**src/rtl/npu_fifo_pkg.sv**
```systemverilog
// npu_fifo_pkg
// Shared constants for the NPU queue FIFOs.
//   NPU_FIFO_STD / NPU_FIFO_FWFT : read-mode selectors for the FWFT parameter
//   NPU_DATA_W / NPU_CFG_W       : default word widths for data and config queues
package npu_fifo_pkg;
    localparam int NPU_FIFO_STD  = 0;
    localparam int NPU_FIFO_FWFT = 1;
    localparam int NPU_DATA_W    = 32;
    localparam int NPU_CFG_W     = 26;
endpackage

```
**src/rtl/npu_fifo_ram.sv**
```systemverilog
// npu_fifo_ram
// Simple dual-port RAM, WIDTH x 2**ADDR_W, one synchronous write port and one
// read port whose output is either registered (REG_RD=1) or asynchronous
// (REG_RD=0, maps onto distributed RAM).
// Ports:
//   clk, rst          : clock; rst clears only the registered read output
//   we, wr_addr, wr_data : write port
//   rd_en, rd_addr    : read port (rd_en only used by the registered output)
//   rd_data           : read data
module npu_fifo_ram #(
    parameter int WIDTH  = 32,
    parameter int ADDR_W = 4,
    parameter int REG_RD = 1
) (
    input  logic              clk,
    input  logic              rst,
    input  logic              we,
    input  logic [ADDR_W-1:0] wr_addr,
    input  logic [WIDTH-1:0]  wr_data,
    input  logic              rd_en,
    input  logic [ADDR_W-1:0] rd_addr,
    output logic [WIDTH-1:0]  rd_data
);
    logic [WIDTH-1:0] mem [2**ADDR_W];

    // Storage is never cleared; only the read register has a reset.
    always_ff @(posedge clk) begin
        if (we) begin
            mem[wr_addr] <= wr_data;
        end
    end

    generate
        if (REG_RD != 0) begin : g_reg_rd
            // Read-before-write on an address collision: a pop of a full
            // FIFO that also accepts a push returns the old word.
            always_ff @(posedge clk) begin
                if (rst) begin
                    rd_data <= '0;
                end else if (rd_en) begin
                    rd_data <= mem[rd_addr];
                end
            end
        end else begin : g_async_rd
            logic unused_rd_ctrl;
            assign unused_rd_ctrl = rst ^ rd_en;
            assign rd_data        = mem[rd_addr];
        end
    endgenerate
endmodule

```
**src/rtl/npu_param_fifo.sv**
```systemverilog
// npu_param_fifo
// Parametrised synchronous FIFO used for the NPU input, config and output
// queues. Occupancy count, almost-full/almost-empty thresholds and sticky
// overflow/underflow flags.
// Ports:
//   CLK, RST      : clock, synchronous active-high reset
//   wr_en, din    : push request and data
//   rd_en         : pop request
//   err_clr       : clears overflow/underflow (a same-cycle error wins)
//   dout          : read data (registered in standard mode, head word in FWFT)
//   full, empty, almost_full, almost_empty, count : occupancy status
//   overflow, underflow : sticky rejected-request flags
//
// Handshake: wr_en/rd_en are requests, not commands. A pop is accepted when
// the FIFO is not empty; a push is accepted when not full, or when full and a
// pop is accepted in the same cycle. Rejected requests change no data state
// and only set the matching sticky error flag.
module npu_param_fifo
    import npu_fifo_pkg::*;
#(
    parameter int WIDTH      = NPU_DATA_W,
    parameter int DEPTH_LOG2 = 4,
    parameter int FWFT       = NPU_FIFO_STD,
    parameter int AF_THRESH  = (2**DEPTH_LOG2) - 2,
    parameter int AE_THRESH  = 1
) (
    input  logic                  CLK,
    input  logic                  RST,
    input  logic                  wr_en,
    input  logic [WIDTH-1:0]      din,
    input  logic                  rd_en,
    input  logic                  err_clr,
    output logic [WIDTH-1:0]      dout,
    output logic                  full,
    output logic                  empty,
    output logic                  almost_full,
    output logic                  almost_empty,
    output logic [DEPTH_LOG2:0]   count,
    output logic                  overflow,
    output logic                  underflow
);
    localparam int                DEPTH     = 2**DEPTH_LOG2;
    localparam logic [DEPTH_LOG2:0] DEPTH_CNT = (DEPTH_LOG2+1)'(DEPTH);

    generate
        if (DEPTH_LOG2 < 1 || AF_THRESH > DEPTH || AE_THRESH >= DEPTH) begin : g_bad_params
            $error("npu_param_fifo: illegal DEPTH_LOG2/AF_THRESH/AE_THRESH combination");
        end
    endgenerate

    logic [DEPTH_LOG2-1:0] wr_ptr;
    logic [DEPTH_LOG2-1:0] rd_ptr;
    logic                  rd_acc;
    logic                  wr_acc;
    logic [WIDTH-1:0]      ram_dout;

    // Flags come from the registered count, never from pointer compare.
    assign empty        = (count == '0);
    assign full         = (count == DEPTH_CNT);
    assign almost_full  = (int'(count) >= AF_THRESH);
    assign almost_empty = (int'(count) <= AE_THRESH);

    assign rd_acc = rd_en && !empty;
    assign wr_acc = wr_en && (!full || rd_acc);

    always_ff @(posedge CLK) begin
        if (RST) begin
            wr_ptr    <= '0;
            rd_ptr    <= '0;
            count     <= '0;
            overflow  <= 1'b0;
            underflow <= 1'b0;
        end else begin
            // Pointers are DEPTH_LOG2 bits wide, so the increment wraps.
            if (wr_acc) begin
                wr_ptr <= wr_ptr + 1'b1;
            end
            if (rd_acc) begin
                rd_ptr <= rd_ptr + 1'b1;
            end
            count <= count + (DEPTH_LOG2+1)'(wr_acc) - (DEPTH_LOG2+1)'(rd_acc);

            // Clear first so a same-cycle error event overrides it.
            if (err_clr) begin
                overflow  <= 1'b0;
                underflow <= 1'b0;
            end
            if (wr_en && !wr_acc) begin
                overflow <= 1'b1;
            end
            if (rd_en && !rd_acc) begin
                underflow <= 1'b1;
            end
        end
    end

    npu_fifo_ram #(
        .WIDTH  (WIDTH),
        .ADDR_W (DEPTH_LOG2),
        .REG_RD ((FWFT == NPU_FIFO_FWFT) ? 0 : 1)
    ) u_ram (
        .clk     (CLK),
        .rst     (RST),
        .we      (wr_acc && !RST),
        .wr_addr (wr_ptr),
        .wr_data (din),
        .rd_en   (rd_acc),
        .rd_addr (rd_ptr),
        .rd_data (ram_dout)
    );

    generate
        if (FWFT == NPU_FIFO_FWFT) begin : g_fwft
            // Head word is presented directly; forced to zero while empty so
            // uninitialised RAM never reaches the output.
            assign dout = empty ? '0 : ram_dout;
        end else begin : g_std
            assign dout = ram_dout;
        end
    endgenerate
endmodule
```
**config.mk**
```make
export PLATFORM = sky130hd
export DESIGN_NAME = npu_param_fifo
export DESIGN_NICKNAME = d
export VERILOG_FILES = /design/src/rtl/npu_fifo_pkg.sv /design/src/rtl/npu_fifo_ram.sv /design/src/rtl/npu_param_fifo.sv
export SDC_FILE = /design/constraint.sdc
export NUM_CORES = 1
export LEC_CHECK = 0
export ABC_CLOCK_PERIOD_IN_PS = 4100
export CAP_MARGIN = 10
export CELL_PAD_IN_SITES_DETAIL_PLACEMENT = 0
export CELL_PAD_IN_SITES_GLOBAL_PLACEMENT = 1
export CORE_ASPECT_RATIO = 1.2
export CORE_MARGIN = 3
export CORE_UTILIZATION = 47
export DETAILED_ROUTE_END_ITERATION = 10
export HOLD_SLACK_MARGIN = 0.03
export PLACE_DENSITY_LB_ADDON = 0.08
export SETUP_SLACK_MARGIN = 0.4
export SLEW_MARGIN = 20
export SYNTH_ARGS = -nofsm -noshare
export SYNTH_HDL_FRONTEND = slang
export SYNTH_HIERARCHICAL = 1
export SYNTH_SLANG_ARGS = --single-unit
```
**constraint.sdc**
```tcl
create_clock -name CLK -period 4.1 [get_ports CLK]
set_input_delay 0.41 -clock CLK [delete_from_list [all_inputs] [get_ports CLK]]
set_output_delay 0.41 -clock CLK [all_outputs]
set_load 0.01 [all_outputs]
```
==> impl_metrics.env, run 1 <==
export IMPL_ys_top_cells_by_count="edfxtp_1 (512), mux2i_1 (257), nand2_1 (100), nand3_1 (98), a22oi_1 (64)"
export IMPL_synthArstFlopShare=0
export IMPL_met3_usage=0.0306
export IMPL_clock_path_buffers=3
export IMPL_combPwrFrac=0.133
export IMPL_grtUsageMet1=0.248
export IMPL_worstSetupStartpointType="flop"
export IMPL_synth_yosys_seq_area_share=0.747
export IMPL_clkSinkCount=559
export IMPL_r2r_cells=8
export IMPL_cts_setup_buffers=0
export IMPL_fin_crit_ps=3060
export IMPL_cap_violations=0
export IMPL_firstDrtPassIters=4
export IMPL_clk_pin_slew_ps=60
export IMPL_tightest_slew_ps=958
export IMPL_p_leak_nw=7.84
export IMPL_ys_flop_type="edfxtp_1"
export IMPL_slew_violations=0
export IMPL_hold_path_depth=2
export IMPL_antenna_found_initial=0
export IMPL_p_sw_frac=0.242
export IMPL_fin_setup_tns_ps=0
export IMPL_die_w_um=203
export IMPL_core_area_um2=45400
export IMPL_clock_skew_final_ps=17.2
export IMPL_drive_above_1_share=0.113
export IMPL_grt_overflow_total=0
export IMPL_dpl_hpwl_um=29900
export IMPL_grt_busiest_layer="met2"
export IMPL_portBuffers=79
export IMPL_vias=11300
export IMPL_hold_buffers=0
export IMPL_antenna_left=0
export IMPL_relSlewSlack=0.360
export IMPL_end_kind="flop"
export IMPL_first_iter_violations=550
export IMPL_yosysWarnings=6
export IMPL_final_hold_violation_count=0
export IMPL_gp_congestion=0.748
export IMPL_p_sw_mw=3.26
export IMPL_rsz0062_at_grt="no"
export IMPL_hold_class="flop to flop"
export IMPL_fin_crit_sh=0.746
export IMPL_dieArea_um2=49100
export IMPL_yosysTopAreaCellShare=0.704
export IMPL_htree_levels=2
export IMPL_path_class="flop to flop"
export IMPL_multiInputGateArea_um2=5100
export IMPL_synth_top_cell_by_area="edfxtp_1"
export IMPL_netlist_instances=1311
export IMPL_gr_usage_all_layers=0.199
export IMPL_outcome="complete, no violations"
export IMPL_cts_resized=0
export IMPL_clkLatencyLatePin_ps=590
export IMPL_syn_area_um2=21800
export IMPL_post_drt_wl_per_cell_um=23.5
export IMPL_routed_wirelength_um=48600
export IMPL_max_freq_mhz=327
export IMPL_power_frac_seq=0.491
export IMPL_syn2layout_area_growth_pct=15.9
export IMPL_power_frac_clock=0.376
export IMPL_grt_pass1_wl_um=73600
export IMPL_num_rows=85
export IMPL_utilization=0.557
export IMPL_ys_types=43
export IMPL_grt_max_degree=65
export IMPL_nets=1470
export IMPL_use_met2=0.362
export IMPL_drc_errors=0
export IMPL_p_int_mw=10.2
export IMPL_ir_drop_v=0.000316
export IMPL_diodes=0
export IMPL_die_h_um=242
export IMPL_syn_num_nets=1362
export IMPL_clockRootBuffer="clkbuf_16"
export IMPL_via_per_inst=5.47
export IMPL_worst_endpoint_arrival_ps=3340
export IMPL_cts_made_buffers=54
export IMPL_nFillCells=3674
export IMPL_p_per_area_nw_per_um2=532
export IMPL_grt_pass1_vias=11700
export IMPL_synthTopCellsByArea="edfxtp_1 (70%), mux2i_1 (12%), dfxtp_1 (4.3%), nand3_1 (2.2%), a22oi_1 (2.2%)"
export IMPL_setup_viol=0
export IMPL_synth_most_common_cell="edfxtp_1"
export IMPL_initial_core_util=0.481
export IMPL_synth_area_per_cell_um2=16.7
export IMPL_crit_fanout=17
export IMPL_required_ps=4380
export IMPL_seqCellArea_um2=16300
export IMPL_cts_tree="done"
export IMPL_io_pins=80
export IMPL_ys_seq_elements=559
export IMPL_synth_edf_count=512
==> logic make-up (layout without fill, tap and decap cells) <==
kind of cell / Yosys count / after routing / synth area share
muxes: 257 / 257 / 0.118
AOI/OAI and AO/OA: 143 / 143 / 0.0425
adders and majority gates: 14 / 14 / 0.00837
and+or+nand+nor: 254 / 254 / 0.0542
buffers and inverters: 76 / 229 / 0.0264
DFF: 559 / 559 / 0.747
xor gates and xnor gates: 8 / 8 / 0.00321
==> placed cells by master (no fill, tap or decap), types with 10 or more instances in the layout <==
cell	count
edfxtp_1	512
nor2_4	14
clkdlybuf4s50_1	79
a21oi_2	11
a21oi_1	61
ha_1	13
nand2_1	100
buf_12	13
mux2i_1	257
nand3_1	98
a22oi_1	64
dfxtp_1	46
clkbuf_1	10
clkbuf_16	56
clkinv_2	11
nor2_1	13
buf_4	28
==> state kept, by name (all words and copies together) (netlist names) <==
name and cells:
u_ram/mem 512, overflow 1, wr_ptr 4, rd_ptr 4, u_ram/rd_data 32, count 5, underflow 1
==> layout make-up <==
type / instances / area share
repair buffers: 120 / 0.0498
clock buffers: 71 / 0.0596
flip-flops and latches: 559 / 0.645
clock inverters: 30 / 0.0130
well taps: 609 / 0.0301
multi-input cells: 676 / 0.202
inverters: 8 / 0.00119
==> critical path: stages (launching register included) <==
cell       delay, ps
dfxtp_1          410
inv_1            120
ha_1             240
nand4bb_1        210
o21ai_2          120
nor2_1           300
or3b_2           610
nor2_4           500
buf_12           250
==> layer usage <==
metal	vias to the layer above	routed length, um
li1	5278	-
met1	5833	19900
met2	169	26100
met3	68	1440
met4	0	1190
met5	-	0
==> stage by stage <==
step,area (um2),cells,hold slack (ps),power (mW),setup slack (ps)
after floorplan,21800,1311,472,7.64,585
after global placement,23500,1972,441,8.55,876
after detailed placement,23500,1972,446,8.56,809
after CTS,25300,2073,466,13.7,1010
after global routing,25300,2073,485,14.0,834
final,25300,2073,458,13.5,1040
==> final timing paths <==
check | end | slack [ps] | startpoint
max | u_ram/mem[1][2] | 1040 | count[2]
min | u_ram/rd_data[23] | 460 | u_ram/rd_data[23]
max reg2reg | u_ram/mem[1][2] | 1040 | count[2]
min reg2reg | u_ram/rd_data[23] | 460 | u_ram/rd_data[23]
==> power groups by stage <==
stage	clock, mW	combinational [mW]	sequential, mW
after CTS	5.20	1.83	6.62
after global placement	0	1.82	6.73
after detailed placement	0	1.83	6.74
after global routing	5.44	1.97	6.63
after floorplan	0	0.917	6.73
final	5.07	1.79	6.61
(Power assumes the default switching activity.)
==> inputs of run 2 (changes only) <==
- ABC_CLOCK_PERIOD_IN_PS: 4100 -> 3000
- CORE_UTILIZATION: 47 -> 52
- clock period: 4.1 -> 3 ns (I/O delays scaled with it)
==> run 2 against run 1 <==
Compared with the run above:
- first-iteration DRC count up 33%
- total power rose by 32%
- critical endpoint is now count[4]
- clock power grew 22%
- via count grew 1.4%
==> impl_metrics.env, run 2 (same netlist as run 1, synthesis figures left out) <==
export IMPL_dpl_worst_slack_ps=235
export IMPL_firstDrtPassIters=5
export IMPL_largest_reg_flops=512
export IMPL_grt_max_degree=65
export IMPL_hold_buffers=0
export IMPL_grt_overflow_total=0
export IMPL_core_area_um2=41100
export IMPL_utilization=0.615
export IMPL_antenna_found_initial=1
export IMPL_clock_path_buffers=3
export IMPL_gp_congestion=0.753
export IMPL_fin_crit_ps=2500
export IMPL_min_to="underflow"
export IMPL_nets=1483
export IMPL_fin_total_pwr_mw=17.8
export IMPL_rsz0062_at_grt="no"
export IMPL_clkSinkCount=559
export IMPL_portBuffers=79
export IMPL_hold_class="primary input to flop"
export IMPL_routed_wirelength_um=46600
export IMPL_cap_violations=0
export IMPL_end_kind="flop"
export IMPL_tightest_slew_ps=657
export IMPL_htree_levels=2
export IMPL_crit_chain="inv_4 -> ha_4 -> or4b_4 -> nand2_4 -> or2_4 -> o21ai_2 -> ha_2 -> fa_2 -> nand2b_1 -> a21oi_2 -> or3_1 -> a21oi_2"
export IMPL_cts_made_buffers=52
export IMPL_worstSetupStartpointType="flop"
export IMPL_placed_cells=1908
export IMPL_gr_usage_all_layers=0.213
export IMPL_use_met2=0.360
export IMPL_diodes=0
export IMPL_mostFrequentLayoutCell="edfxtp_1"
export IMPL_num_rows=81
export IMPL_regMostFlops="u_ram/mem"
export IMPL_grtUsageMet1=0.290
export IMPL_first_iter_violations=732
export IMPL_relSlewSlack=0.562
export IMPL_fin_crit_sh=0.834
export IMPL_clockRootBuffer="clkbuf_16"
export IMPL_final_cell_mix="edfxtp_1 (512), mux2i_1 (257), nand2_1 (100)"
export IMPL_ir_drop_v=0.000534
export IMPL_worst_endpoint_arrival_ps=3020
export IMPL_grt_busiest_layer="met2"
export IMPL_grt_pass1_vias=11600
export IMPL_antenna_left=0
export IMPL_setup_ws_ps=499
export IMPL_max_freq_mhz=400
export IMPL_final_cells=2015
export IMPL_dieArea_um2=44500
export IMPL_slowest_delay_ps=470
export IMPL_p_leak_nw=7.83
export IMPL_r2r_cells=12
export IMPL_post_drt_wl_per_cell_um=23.1
export IMPL_required_ps=3520
export IMPL_die_w_um=193
export IMPL_grt_pass1_wl_um=70500
export IMPL_drc_errors=0
export IMPL_syn2layout_area_growth_pct=15.9
export IMPL_worstReg2RegEnd="count[4]"
export IMPL_via_per_inst=5.71
export IMPL_fin_setup_tns_ps=0
export IMPL_crit_top_cell="a21oi_2"
export IMPL_met3_usage=0.0311
export IMPL_nFillCells=3099
export IMPL_vias=11500
export IMPL_reg2reg_from="count[2]"
export IMPL_top_regs="u_ram/mem x512, u_ram/rd_data x32, count x5"
export IMPL_slew_violations=0
export IMPL_outcome="complete, no violations"
export IMPL_io_pins=80
export IMPL_crit_slowest_cell="or4b_4"
export IMPL_setup_viol=0
export IMPL_clkLatencyLatePin_ps=590
export IMPL_hold_path_depth=4
export IMPL_path_class="flop to flop"
export IMPL_clock_skew_final_ps=11.6
export IMPL_dpl_hpwl_um=26000
export IMPL_clk_pin_slew_ps=60
export IMPL_initial_core_util=0.530
export IMPL_die_h_um=230
export IMPL_p_per_area_nw_per_um2=704
export IMPL_final_hold_violation_count=0
export IMPL_crit_fanout=4
export IMPL_cts_tree="done"
export IMPL_hold_path_startpoint="err_clr"
export IMPL_rrSetupSlack_ps=500
export IMPL_drive_above_1_share=0.123
[run 2: worst max path at each step]
stage,from,endpoint,cells past startpoint
6_report,count[2],count[4],12
5_1_grt,count[2],count[4],12
4_1_cts,count[3],count[4],12
3_5_place_dp,rd_en,u_ram/mem[0][17],6
3_3_place_gp,rd_en,u_ram/mem[0][14],6
2_1_floorplan,count[2],u_ram/mem[0][0],7
[run 2: final cells by class]
cell class / instances / area [um2] / share of cell area
inverters: 8 / 35.0 / 0.00139
flip-flops and latches: 559 / 16300 / 0.646
well taps: 539 / 674 / 0.0267
repair buffers: 135 / 1490 / 0.0587
clock buffers: 72 / 1450 / 0.0573
clock inverters: 26 / 158 / 0.00623
multi-input cells: 676 / 5160 / 0.204
[run 2: per-stage QoR]
| step | cell area [um2] | hold slack, ps |
|---|---|---|
| 4_1_cts | 25200 | 373 |
| 2_1_floorplan | 22000 | 362 |
| 5_1_grt | 25300 | 458 |
| 6_report | 25300 | 403 |
| 3_3_place_gp | 23600 | 436 |
| 3_5_place_dp | 23600 | 443 |
[run 2: report_power, final]
part           switching (mW)  internal (mW)  leakage [nW]
logic                    1.49           1.13          2.05
clock network            2.72           3.46         0.788
registers               0.216           8.80          5.00
[run 2: per-layer routing]
layer	vias up	routed length, um
met5	-	20
met4	2	1130
met3	75	1740
met2	225	23300
met1	5912	20400
li1	5294	-
[run 2: worst max-delay path: cells and delay by family (launching register included)]
| family | cells | cell delay (ps) |
|---|---|---|
| simple gates | 5 | 1140 |
| flops | 1 | 360 |
| buf+inv | 1 | 70 |
| compound gates | 3 | 220 |
| fa+ha+maj | 3 | 640 |
[run 2: repair_timing]
action                     in CTS  in global routing
setup endpoints to repair       3                  1
gates cloned                    0                  0
pin swaps                       0                  5
setup buffers                   1                  8
gates resized for setup         3                  5
==> inputs of run 3 (changes only) <==
- ABC_CLOCK_PERIOD_IN_PS: 3000 -> 2570
- clock period: 3 -> 2.57 ns (I/O delays scaled with it)
==> run 3 against run 2 <==
Compared with the run above:
- critical path depth up 1
- clock skew grew 6.8 ps
- global-route usage is 2.1 points higher
- largest cell class unchanged
- highest routed layer unchanged
==> impl_metrics.env, run 3 (same netlist as run 1, synthesis figures left out) <==
export IMPL_p_int_mw=16.6
export IMPL_grt_pass1_vias=12200
export IMPL_mostFrequentLayoutCell="edfxtp_1"
export IMPL_p_sw_frac=0.251
export IMPL_hold_buffers=0
export IMPL_drc_errors=0
export IMPL_fin_total_pwr_mw=22.2
export IMPL_gr_usage_all_layers=0.234
export IMPL_cap_violations=0
export IMPL_clock_path_buffers=3
export IMPL_max_freq_mhz=393
export IMPL_io_pins=80
export IMPL_crit_chain="inv_4 -> ha_4 -> buf_4 -> buf_6 -> nand4bb_4 -> o21ai_4 -> nor2_4 -> or3b_4 -> buf_6 -> buf_6 -> nor2_4 -> buf_6 -> buf_16"
export IMPL_core_area_um2=41100
export IMPL_setup_viol=0
export IMPL_final_cell_mix="edfxtp_1 (512), mux2i_1 (257), nand2_1 (100)"
export IMPL_required_ps=2880
export IMPL_clkSinkCount=559
export IMPL_outcome="complete, no violations"
export IMPL_end_kind="flop"
export IMPL_nets=1588
export IMPL_multiInputGateArea_um2=5230
export IMPL_relSlewSlack=0.546
export IMPL_nFillCells=2857
export IMPL_gp_congestion=0.766
export IMPL_crit_slowest_cell="or3b_4"
export IMPL_fin_crit_sh=0.989
export IMPL_initial_core_util=0.530
export IMPL_grt_pass1_wl_um=76400
export IMPL_clkLatencyLatePin_ps=610
export IMPL_routed_wirelength_um=55300
export IMPL_power_frac_clock=0.364
export IMPL_syn2layout_area_growth_pct=25.5
export IMPL_vias=12400
export IMPL_die_h_um=230
export IMPL_utilization=0.666
export IMPL_power_frac_seq=0.474
export IMPL_dieArea_um2=44500
export IMPL_p_sw_mw=5.55
export IMPL_tightest_slew_ps=679
export IMPL_post_drt_wl_per_cell_um=26.0
export IMPL_p_leak_nw=8.77
export IMPL_num_rows=81
export IMPL_rsz0062_at_grt="yes"
export IMPL_p_per_area_nw_per_um2=809
export IMPL_fin_crit_ps=2540
export IMPL_slew_violations=0
export IMPL_grt_max_degree=71
export IMPL_seqCellArea_um2=16300
export IMPL_cts_tree="done"
export IMPL_antenna_found_initial=1
export IMPL_crit_fanout=11
export IMPL_clk_pin_slew_ps=60
export IMPL_combPwrFrac=0.162
export IMPL_hold_class="primary input to flop"
export IMPL_htree_levels=2
export IMPL_grt_overflow_total=0
export IMPL_portBuffers=79
export IMPL_first_iter_violations=1039
export IMPL_crit_top_cell="buf_6"
export IMPL_die_w_um=193
export IMPL_antenna_left=0
export IMPL_clockRootBuffer="clkbuf_16"
export IMPL_diodes=0
export IMPL_ir_drop_v=0.000733
export IMPL_slowest_delay_ps=410
export IMPL_regMostFlops="u_ram/mem"
export IMPL_drive_above_1_share=0.195
export IMPL_dpl_hpwl_um=27200
export IMPL_path_class="flop to flop"
export IMPL_clock_skew_final_ps=18.5
export IMPL_via_per_inst=5.83
export IMPL_largest_reg_flops=512
export IMPL_top_regs="u_ram/mem x512, u_ram/rd_data x32, count x5"
export IMPL_worstSetupStartpointType="flop"
export IMPL_worst_endpoint_arrival_ps=2850
export IMPL_final_hold_violation_count=0
export IMPL_firstDrtPassIters=5
export IMPL_cts_made_buffers=54
## run 3: cell count changes in the layout (fill, tap and decap cells not counted), moves of 5 or more
cell,delta
buf_4,+5
clkbuf_1,-5
buf_6,+37
buf_16,+14
bufinv_16,+6
clkbuf_16,+19
buf_12,+20
buf_8,+9
## run 3: power groups by stage
| stage | Clock (mW) | Combinational (mW) | Sequential, mW |
|---|---|---|---|
| final | 8.08 | 3.59 | 10.5 |
| after global routing | 8.60 | 3.85 | 10.5 |
| after CTS | 8.22 | 3.36 | 10.5 |
| after detailed placement | 0 | 3.07 | 10.7 |
| after global placement | 0 | 3.07 | 10.7 |
| after floorplan | 0 | 1.54 | 10.8 |
## run 3: path summary, 6_finish.rpt
check	startpoint	end	slack, ps	depth (start not counted)
worst max register to register	count[3]	u_ram/mem[2][21]	30	13
worst min register to register	u_ram/rd_data[19]	u_ram/rd_data[19]	450	2
worst min-delay path	err_clr	overflow	350	4
worst max-delay path	count[3]	u_ram/mem[2][21]	30	13
## run 3: what timing repair did
| action | CTS | global route |
|---|---|---|
| gates cloned | 13 | 23 |
| setup buffers | 34 | 21 |
| gates resized for setup | 51 | 56 |
| endpoints found under the setup margin | 227 | 503 |
| pin swaps | 15 | 31 |
## run 3: cell type report
| class | count | area share |
|---|---|---|
| sequential | 559 | 0.596 |
| clock buffer | 67 | 0.0526 |
| multi-input combinational | 676 | 0.191 |
| timing repair buffer | 238 | 0.120 |
| clock inverter | 35 | 0.0137 |
| tap | 539 | 0.0246 |
| inverter | 8 | 0.00151 |
## run 3: metrics by stage
| step | setup TNS, ps | hold slack [ps] | setup WS [ps] | std cells | cell area [um2] |
|---|---|---|---|---|---|
| final | 0 | 349 | 28.0 | 2122 | 27400 |
| after global routing | -104 | 349 | -20.1 | 2122 | 27400 |
| after CTS | 0 | 331 | 97.6 | 2078 | 26500 |
| after detailed placement | 0 | 441 | 12.8 | 1929 | 23900 |
| after global placement | 0 | 440 | 46.3 | 1929 | 23900 |
| after floorplan | -2720 | 319 | -85.0 | 1311 | 22000 |
## run 3: layer usage
metal  track usage  vias up  share of wire
met5             0        -        0.00036
met4        0.0604        2          0.025
met3        0.0390       88          0.056
met2         0.404      397           0.51
met1         0.311     6347           0.41
li1              -     5532              -
## run 3: worst max-delay path, delay by kind of cell (launching register included)
kind	cells	cell delay (ps)
AO/OA/AOI/OAI	1	80
buffers and inverters	7	880
AND/OR/NAND/NOR	4	770
adder cells (fa/ha/maj)	1	150
flip-flops	1	360
